==> src/rtl/pac_bank_mapper.sv <==
// Banked MSX cartridge ROM mapper with a key-unlocked SRAM overlay on window 0.
// Optional register/key readback is enabled by defining PAC_BANK_MAPPER_READBACK_EN.
module pac_bank_mapper #(
  parameter int          NUM_WINDOWS   = 4,
  parameter int          WINDOW_BITS   = 13,
  parameter int          BANK_BITS     = 8,
  parameter logic [23:0] RAM_ADDR_ROM  = 24'h000000,
  parameter logic [23:0] RAM_ADDR_SRAM = 24'h100000,
  parameter logic [15:0] REG_BASE      = 16'h7FF0,
  parameter logic [15:0] KEY_ADDR      = 16'h5FFE,
  parameter logic [15:0] KEY_VALUE     = 16'h694D
) (
  input  logic        CLK,
  input  logic        RESET,
  input  logic        BUS_RESET_n,
  input  logic [15:0] BUS_ADDR,
  input  logic [7:0]  BUS_DIN,
  input  logic        BUS_SLTSL_n,
  input  logic        BUS_MERQ_n,
  input  logic        BUS_RD_n,
  input  logic        BUS_WR_n,
  output logic [7:0]  BUS_DOUT,
  output logic        BUS_BUSDIR_n,
  output logic [23:0] RAM_ADDR,
  output logic [7:0]  RAM_DIN,
  output logic        RAM_WE_n,
  output logic        RAM_OE_n,
  input  logic [7:0]  RAM_DOUT,
  output logic        SRAM_ACTIVE
);

  localparam logic [16:0] HIT_END = 17'(32'h4000 + (NUM_WINDOWS << WINDOW_BITS));

  logic [NUM_WINDOWS-1:0][BANK_BITS-1:0] bank_q, bank_d;
  logic [1:0][7:0] key_q, key_d;
  logic        prev_wr_n_q, prev_wr_n_d;
  logic [23:0] ram_addr_q, ram_addr_d;
  logic [7:0]  ram_din_q, ram_din_d, bus_dout_q, bus_dout_d;
  logic        ram_we_n_q, ram_we_n_d, ram_oe_n_q, ram_oe_n_d;
  logic        busdir_n_q, busdir_n_d, sram_active_q, sram_active_d;

  logic        wr, rd, hit, det_wr, sram_en, sram_win;
  logic [15:0] off;
  logic [1:0]  w_idx;
  logic [BANK_BITS-1:0] bank_sel;
  logic [23:0] rom_addr, sram_addr;

  assign wr      = !BUS_SLTSL_n && !BUS_MERQ_n && !BUS_WR_n;
  assign rd      = !BUS_SLTSL_n && !BUS_MERQ_n && !BUS_RD_n;
  assign det_wr  = prev_wr_n_q && wr;
  assign off     = BUS_ADDR - 16'h4000;
  assign hit     = (BUS_ADDR >= 16'h4000) && ({1'b0, BUS_ADDR} < HIT_END);
  assign w_idx   = 2'(off >> WINDOW_BITS);
  assign sram_en = (key_q == KEY_VALUE);
  assign sram_win = hit && (w_idx == 2'd0) && sram_en;

  always_comb begin
    bank_sel = '0;
    for (int i = 0; i < NUM_WINDOWS; i++)
      if (w_idx == 2'(i)) bank_sel = bank_q[i];
  end

  assign rom_addr  = RAM_ADDR_ROM + 24'({bank_sel, BUS_ADDR[WINDOW_BITS-1:0]});
  assign sram_addr = RAM_ADDR_SRAM + 24'(BUS_ADDR[WINDOW_BITS-1:0]);

  always_comb begin
    bank_d        = bank_q;
    key_d         = key_q;
    prev_wr_n_d   = !wr;
    ram_addr_d    = '0;
    ram_din_d     = '0;
    ram_we_n_d    = 1'b1;
    ram_oe_n_d    = 1'b1;
    bus_dout_d    = '0;
    busdir_n_d    = 1'b1;
    sram_active_d = sram_en;

    // Register writes latch even when the same write also lands in SRAM.
    if (det_wr) begin
      for (int i = 0; i < NUM_WINDOWS; i++)
        if (BUS_ADDR == 16'(REG_BASE + i)) bank_d[i] = BUS_DIN[BANK_BITS-1:0];
      if (BUS_ADDR[15:1] == KEY_ADDR[15:1]) key_d[BUS_ADDR[0]] = BUS_DIN;
    end

    if (wr) begin
      // Uses the key as it stood before this write, so a key-breaking write still hits SRAM.
      if (sram_win) begin
        ram_addr_d = sram_addr;
        ram_din_d  = BUS_DIN;
        ram_we_n_d = 1'b0;
      end
    end else if (rd) begin
      if (hit) begin
        ram_addr_d = sram_win ? sram_addr : rom_addr;
        ram_oe_n_d = 1'b0;
        busdir_n_d = 1'b0;
        bus_dout_d = RAM_DOUT;
      end
`ifdef PAC_BANK_MAPPER_READBACK_EN
      for (int i = 0; i < NUM_WINDOWS; i++)
        if (BUS_ADDR == 16'(REG_BASE + i)) begin
          ram_addr_d = '0;
          ram_oe_n_d = 1'b1;
          busdir_n_d = 1'b0;
          bus_dout_d = 8'(bank_q[i]);
        end
      if (!sram_en && BUS_ADDR[15:1] == KEY_ADDR[15:1]) begin
        ram_addr_d = '0;
        ram_oe_n_d = 1'b1;
        busdir_n_d = 1'b0;
        bus_dout_d = key_q[BUS_ADDR[0]];
      end
`endif
    end
  end

  always_ff @(posedge CLK) begin
    if (RESET || !BUS_RESET_n) begin
      for (int i = 0; i < NUM_WINDOWS; i++) bank_q[i] <= BANK_BITS'(i);
      key_q         <= '0;
      // Idle when the bus is quiet; a strobe held across reset must toggle before it counts.
      prev_wr_n_q   <= !wr;
      ram_addr_q    <= '0;
      ram_din_q     <= '0;
      ram_we_n_q    <= 1'b1;
      ram_oe_n_q    <= 1'b1;
      bus_dout_q    <= '0;
      busdir_n_q    <= 1'b1;
      sram_active_q <= 1'b0;
    end else begin
      bank_q        <= bank_d;
      key_q         <= key_d;
      prev_wr_n_q   <= prev_wr_n_d;
      ram_addr_q    <= ram_addr_d;
      ram_din_q     <= ram_din_d;
      ram_we_n_q    <= ram_we_n_d;
      ram_oe_n_q    <= ram_oe_n_d;
      bus_dout_q    <= bus_dout_d;
      busdir_n_q    <= busdir_n_d;
      sram_active_q <= sram_active_d;
    end
  end

  assign RAM_ADDR     = ram_addr_q;
  assign RAM_DIN      = ram_din_q;
  assign RAM_WE_n     = ram_we_n_q;
  assign RAM_OE_n     = ram_oe_n_q;
  assign BUS_DOUT     = bus_dout_q;
  assign BUS_BUSDIR_n = busdir_n_q;
  assign SRAM_ACTIVE  = sram_active_q;

endmodule
==> config.mk <==
export PLATFORM = sky130hd
export DESIGN_NAME = pac_bank_mapper
export DESIGN_NICKNAME = d
export VERILOG_FILES = /design/src/rtl/pac_bank_mapper.sv
export SDC_FILE = /design/constraint.sdc
export NUM_CORES = 1
export LEC_CHECK = 0
export ABC_AREA = 1
export BUFFER_PORTS_ARGS = -buffer_cell sky130_fd_sc_hd__buf_2
export CORE_MARGIN = 2
export CORE_UTILIZATION = 52
export CTS_CLUSTER_SIZE = 30
export DETAILED_ROUTE_END_ITERATION = 10
export MAX_ROUTING_LAYER = met4
export PLACE_DENSITY = 0.84
export SLEW_MARGIN = 20
export SYNTH_ARGS = -nofsm -noshare
export SYNTH_HDL_FRONTEND = slang
export SYNTH_SLANG_ARGS = --single-unit
==> constraint.sdc <==
create_clock -name CLK -period 1.6 [get_ports CLK]
set_input_delay 0 -clock CLK [delete_from_list [all_inputs] [get_ports CLK]]
set_output_delay 0 -clock CLK [all_outputs]
set_load 0.02 [all_outputs]
======== Word level (Yosys, flattened, before mapping) ========
Cells that the tools add are included.
W data, S select, Z words.
storage, ports and cells
  register bits after elaboration ......... 92
  input port bits ......................... 39
  output and inout bits ................... 44
  logic and storage cells ................. 71
operators by class
  add/sub/neg operators ................... 2
  magnitude comparators ................... 4
  equality and inequality tests ........... 9
  mux-type cells .......................... 14
  bitwise logic cells ..................... 4
  reduce and logical (&&, ||, !) cells .... 25
operator list
  cell                      number
  $mux W22                  4
  $eq A16 B15 Y1 const B    5
  $mux W8                   5
  $mux W24                  1
  $add A21 B13 Y22 const A  1
  $bwmux W16                1
  $ge A16 B15 Y1 const B    1
  $lt A16 B16 Y1 const B    1
  $eq A15 B14 Y1 const B    1
  $sub A15 B15 Y15 const B  1
  $reduce_and A2 Y1         5
  $demux W8 S1              1
  $logic_and A1 B1 Y1       8
  $logic_not A1 Y1          6
  $reduce_or A3 Y1          2
  $eq A2 B2 Y1 const B      2
  $not A1 Y1                4
  $reduce_or A4 Y1          1
  $eq A2 B1 Y1 const B      1
  $logic_not A2 Y1          1
  $lt A1 B2 Y1 const B      1
  $mux W1                   2
  $reduce_or A2 Y1          1
  $ge A1 B1 Y1 const B      1
  $logic_or A1 B1 Y1        1

======== Logic depth before layout (Yosys ltp) ========
  depth in word-level cells ............... 10
  depth in mapped cells ................... 10

======== Worst setup path before layout ========
OpenSTA, ideal clock, no wires.
  path kind ............................... reg2reg
  start point ............................. register prev_wr_n_q
  end point ............................... register key_q[1] in the netlist's numbering
  library setup time ...................... 0.110 ns
  arrival time ............................ 1.035 ns
  required time ........................... 1.490 ns
  path slack .............................. 0.454 ns
  stages on the path, launching flop included .. 7
  period minus slack after synthesis ...... 1.146 ns
  cells stage by stage .................... dfxtp_1 nand3_2 nor2_4 buf_4 nand4_1 nand2_1 nor2_1
on the way
  cells in the longest elaborated chain, start to end .. 2
ends and longest elaborated chain
  what                                RTL line  source
  start: declaration                  36        logic prev_wr_n_q, prev_wr_n_d;
  start signal: assignment            122       prev_wr_n_q <= !wr;
  start signal: assignment            133       prev_wr_n_q <= prev_wr_n_d;
  $logic_and A1 B1 Y1                 50        assign det_wr = prev_wr_n_q && wr;
  $reduce_and A2 Y1 (no source line)  -
  end signal: assignment              132       key_q <= key_d;
  end: declaration                    35        logic [1:0][7:0] key_q, key_d;
No other way between the ends.
A chain may end at the register's enable or synchronous reset.

======== Final worst setup path ========
  start point ............................. register key_q[6] in the netlist's numbering
  end point ............................... register ram_addr_q[20] (netlist: RAM_ADDR[20])
on the way
  cells in the longest elaborated chain, start to end .. 6
  elaborated cells between the ends (all ways) .. 7
ends and longest elaborated chain
  what                    RTL line  source
  $eq A16 B15 Y1 *        54        assign sram_en = (key_q == KEY_VALUE);
  $logic_and A1 B1 Y1 *   55        assign sram_win = hit && (w_idx == 2'd0) && sram_en;
  $mux W22                94        ram_addr_d = sram_win ? sram_addr : rom_addr;
  $mux W22                93        if (hit) begin
  $mux W22                92        end else if (rd) begin
  $mux W24 *              85        if (wr) begin
  end signal: assignment  134       ram_addr_q <= ram_addr_d;
  end: declaration        37        logic [23:0] ram_addr_q, ram_addr_d;
Mark *: on every way between the ends. The rest lies on a longest branch, timed or not.

==> results.json <==
{
  "outcome": "finished clean",
  "finalHoldViolCount": 0,
  "timing.rr.start": "key_q[6]",
  "design.final.nets": 626,
  "leakage_nw": 2.17,
  "clock_path_buffers": 2,
  "vdd.ir_drop.worst_v": 0.000518,
  "detailedRoute.firstIterationViolations": 269,
  "start_kind": "flop",
  "final_sum_of_negative_setup_slack_ns": 0,
  "final_antenna_net_count": 0,
  "syn_to_final_growth_pct": 27.1,
  "place.gp.congestion": 0.918,
  "core-area_um2": 6790,
  "cts_num_sinks": 89,
  "cp-startpoint": "key_q[6]",
  "setup_slack_ns": 0.150,
  "setup_viol_count_final": 0,
  "achievable-frequency_mhz": 689,
  "register_area_share_after_synthesis_pct": 48.6,
  "share_of_flip_flops_with_an_asynchronous_set_or_reset_pct": 0,
  "netlist_area_um2": 3670,
  "power.density_cell_area_nw_per_um2": 887,
  "global_route_wire_length_before_repair_mm": 14.4,
  "fillers": 523,
  "timing.final.max_slew_violations": 0,
  "design.portCount": 83,
  "ys_ff_latch": 89,
  "postLayoutCoreUtil_pct": 68.6,
  "synth_enable_flop_cells": 0,
  "cp_data_arrival_time_ns": 1.76,
  "yosys_most_used_dff": "dfxtp_1",
  "grt_antenna_before_repair": 0,
  "row_count": 30,
  "drt_pre_antenna_iters": 5,
  "floorplan.die_area_um2": 7740,
  "initial_cell_density_of_the_core_pct": 54.0,
  "r2r_slack_ns": 0.15,
  "die_height_um": 88.0,
  "fin_skew_ns": 0.0163,
  "vias_per_cell": 4.88,
  "grt_setup_unrepaired": "no",
  "cts_root_buf": "clkbuf_8",
  "cts_tree": "done",
  "worstHoldStart": "BUS_ADDR[0]",
  "timing.critical_path.fanout_max": 13,
  "cts.reportedPaths.clkPinSlew_ns": 0.09,
  "syn-instance-count": 473,
  "die_w_um": 88.0,
  "setup.worst_path.class": "reg -> reg",
  "layout_common_cells": "nor2_1 (112), dfxtp_1 (89), buf_2 (79), nand2_1 (71), inv_1 (62)",
  "first_global_vias": 3143,
  "number_of_clock_buffers_inserted_by_tritoncts": 9,
  "period_needed_ns": 1.45,
  "post_route_cells_drive_above_1_share_pct": 24.0,
  "drt-wirelength-per-cell_um": 13.6,
  "min_path_type": "in -> reg",
  "worst_setup_path_end_kind": "flop",
  "portBuffers": 79,
  "detail_route.wirelength_mm": 9.34,
  "timing.max_cap.violations": 0,
  "syn_avg_cell_area_um2": 7.75,
  "worst_ep_required_time_ns": 1.91,
  "dr_total_vias": 3355,
  "globalRouteTotalUtil_pct": 24.9,
  "synth.yosys.warnings": 0,
  "commonest_non_fill_non_tap_cell_in_the_layout": "nor2_1",
  "hpwl_mm": 6.09,
  "min_period_over_period_pct": 90.7,
  "antenna_cells_inserted": 0,
  "synth.lib_cells_used.distinct": 35,
  "worstSkewPairLatency_ns": 0.37,
  "globalRoute.totalOverflow": 0,
  "ctsHtreeMaxLevel": 3,
  "cts.repair.resized": 0,
  "drcViolationCount": 0,
  "placement.setup.worst_slack_ns": 0.209,
  "grt_max_degree": 49
}
what timing repair did:
item / CTS / global route
hold buffers: 32 / 0
buffers inserted: 0 / 2
endpoints found under the setup margin: 0 / 7
endpoints found under the hold margin: 45 / 0
final cells by class:
| cell class | instances | area, um2 | share of cell area, % |
|---|---|---|---|
| sequential | 89 | 1780 | 38.2 |
| multi-input combinational | 300 | 1510 | 32.4 |
| timing repair buffer | 119 | 788 | 16.9 |
| inverter | 67 | 253 | 5.43 |
| clock buffer | 11 | 141 | 3.04 |
| tap | 96 | 120 | 2.58 |
| clock inverter | 5 | 63.8 | 1.37 |
state kept, by name, summed over array words and instances (netlist names):
register      flops
BUS_BUSDIR_n      1
BUS_DOUT          8
RAM_ADDR         21
RAM_DIN           8
RAM_WE_n          1
SRAM_ACTIVE       1
bank_q           32
key_q            16
prev_wr_n_q       1
logic make-up after synthesis:
kind of cell             Yosys count  synth area share (%)
AND/OR/NAND/NOR                  238                  29.7
flip-flops                        89                  48.6
buffers and inverters             86                  10.4
AO/OA/AOI/OAI                     58                  10.9
adder cells (fa/ha/maj)            1                 0.341
other                              1                 0.102
report_power, final:
group | leakage (nW) | total (mW) | switching [mW] | internal [mW]
Clock | 0.100 | 1.60 | 0.822 | 0.776
Combinational | 1.35 | 0.317 | 0.183 | 0.134
Sequential | 0.717 | 2.22 | 0.00105 | 2.22
per-stage QoR:
stage | power, mW | hold WS, ns | instances | cell area [um2]
finish | 4.13 | 0.103 | 687 | 4660
global route | 4.25 | 0.117 | 687 | 4660
detailed placement | 2.52 | 0.220 | 637 | 4110
floorplan | 2.41 | 0.107 | 475 | 3670
CTS | 4.12 | 0.0845 | 685 | 4630
global placement | 2.51 | 0.213 | 637 | 4110
synthesized netlist by cell type (3+ instances only):
| library cell | instances | area (um2) |
|---|---|---|
| a21oi_1 | 3 | 15.0 |
| a21boi_2 | 8 | 90.1 |
| o21ai_1 | 18 | 90.1 |
| inv_1 | 62 | 233 |
| nand4_1 | 18 | 113 |
| inv_2 | 4 | 15.0 |
| buf_2 | 4 | 20.0 |
| nor2_1 | 112 | 420 |
| dfxtp_1 | 89 | 1780 |
| o21ai_2 | 6 | 52.6 |
| nor2_4 | 3 | 33.8 |
| a21oi_2 | 3 | 26.3 |
| buf_4 | 6 | 45.0 |
| buf_6 | 4 | 45.0 |
| nand2_2 | 3 | 18.8 |
| nand2_1 | 71 | 267 |
| o21ai_0 | 14 | 70.1 |
| clkbuf_1 | 3 | 11.3 |
| nand3_1 | 19 | 95.1 |
metal layers:
layer  wire [um]  vias to the layer above  global-route usage [%]
met3         676                       22                    3.86
met1        3960                     1484                    30.2
met2        4480                      151                    40.6
met4         217                        0                    11.7
li1            -                     1698                       -
met5           0                        -                       -
worst paths after layout:
path,to,cells past startpoint
setup / recovery,RAM_ADDR[20],9
hold / removal,key_q[15],4
setup reg to reg,RAM_ADDR[20],9
hold reg to reg,bank_q[24],2
worst max-delay path, cell delays in order (launching register included):
cell     delay (ns)
dfxtp_1        0.34
nand2_1        0.06
inv_1          0.06
nand2_1        0.04
nor2_1         0.29
nand4_2        0.17
buf_4          0.23
nand2_1        0.09
nand2_1        0.06
inv_1          0.05
Power figures use the tool's default switching activity.
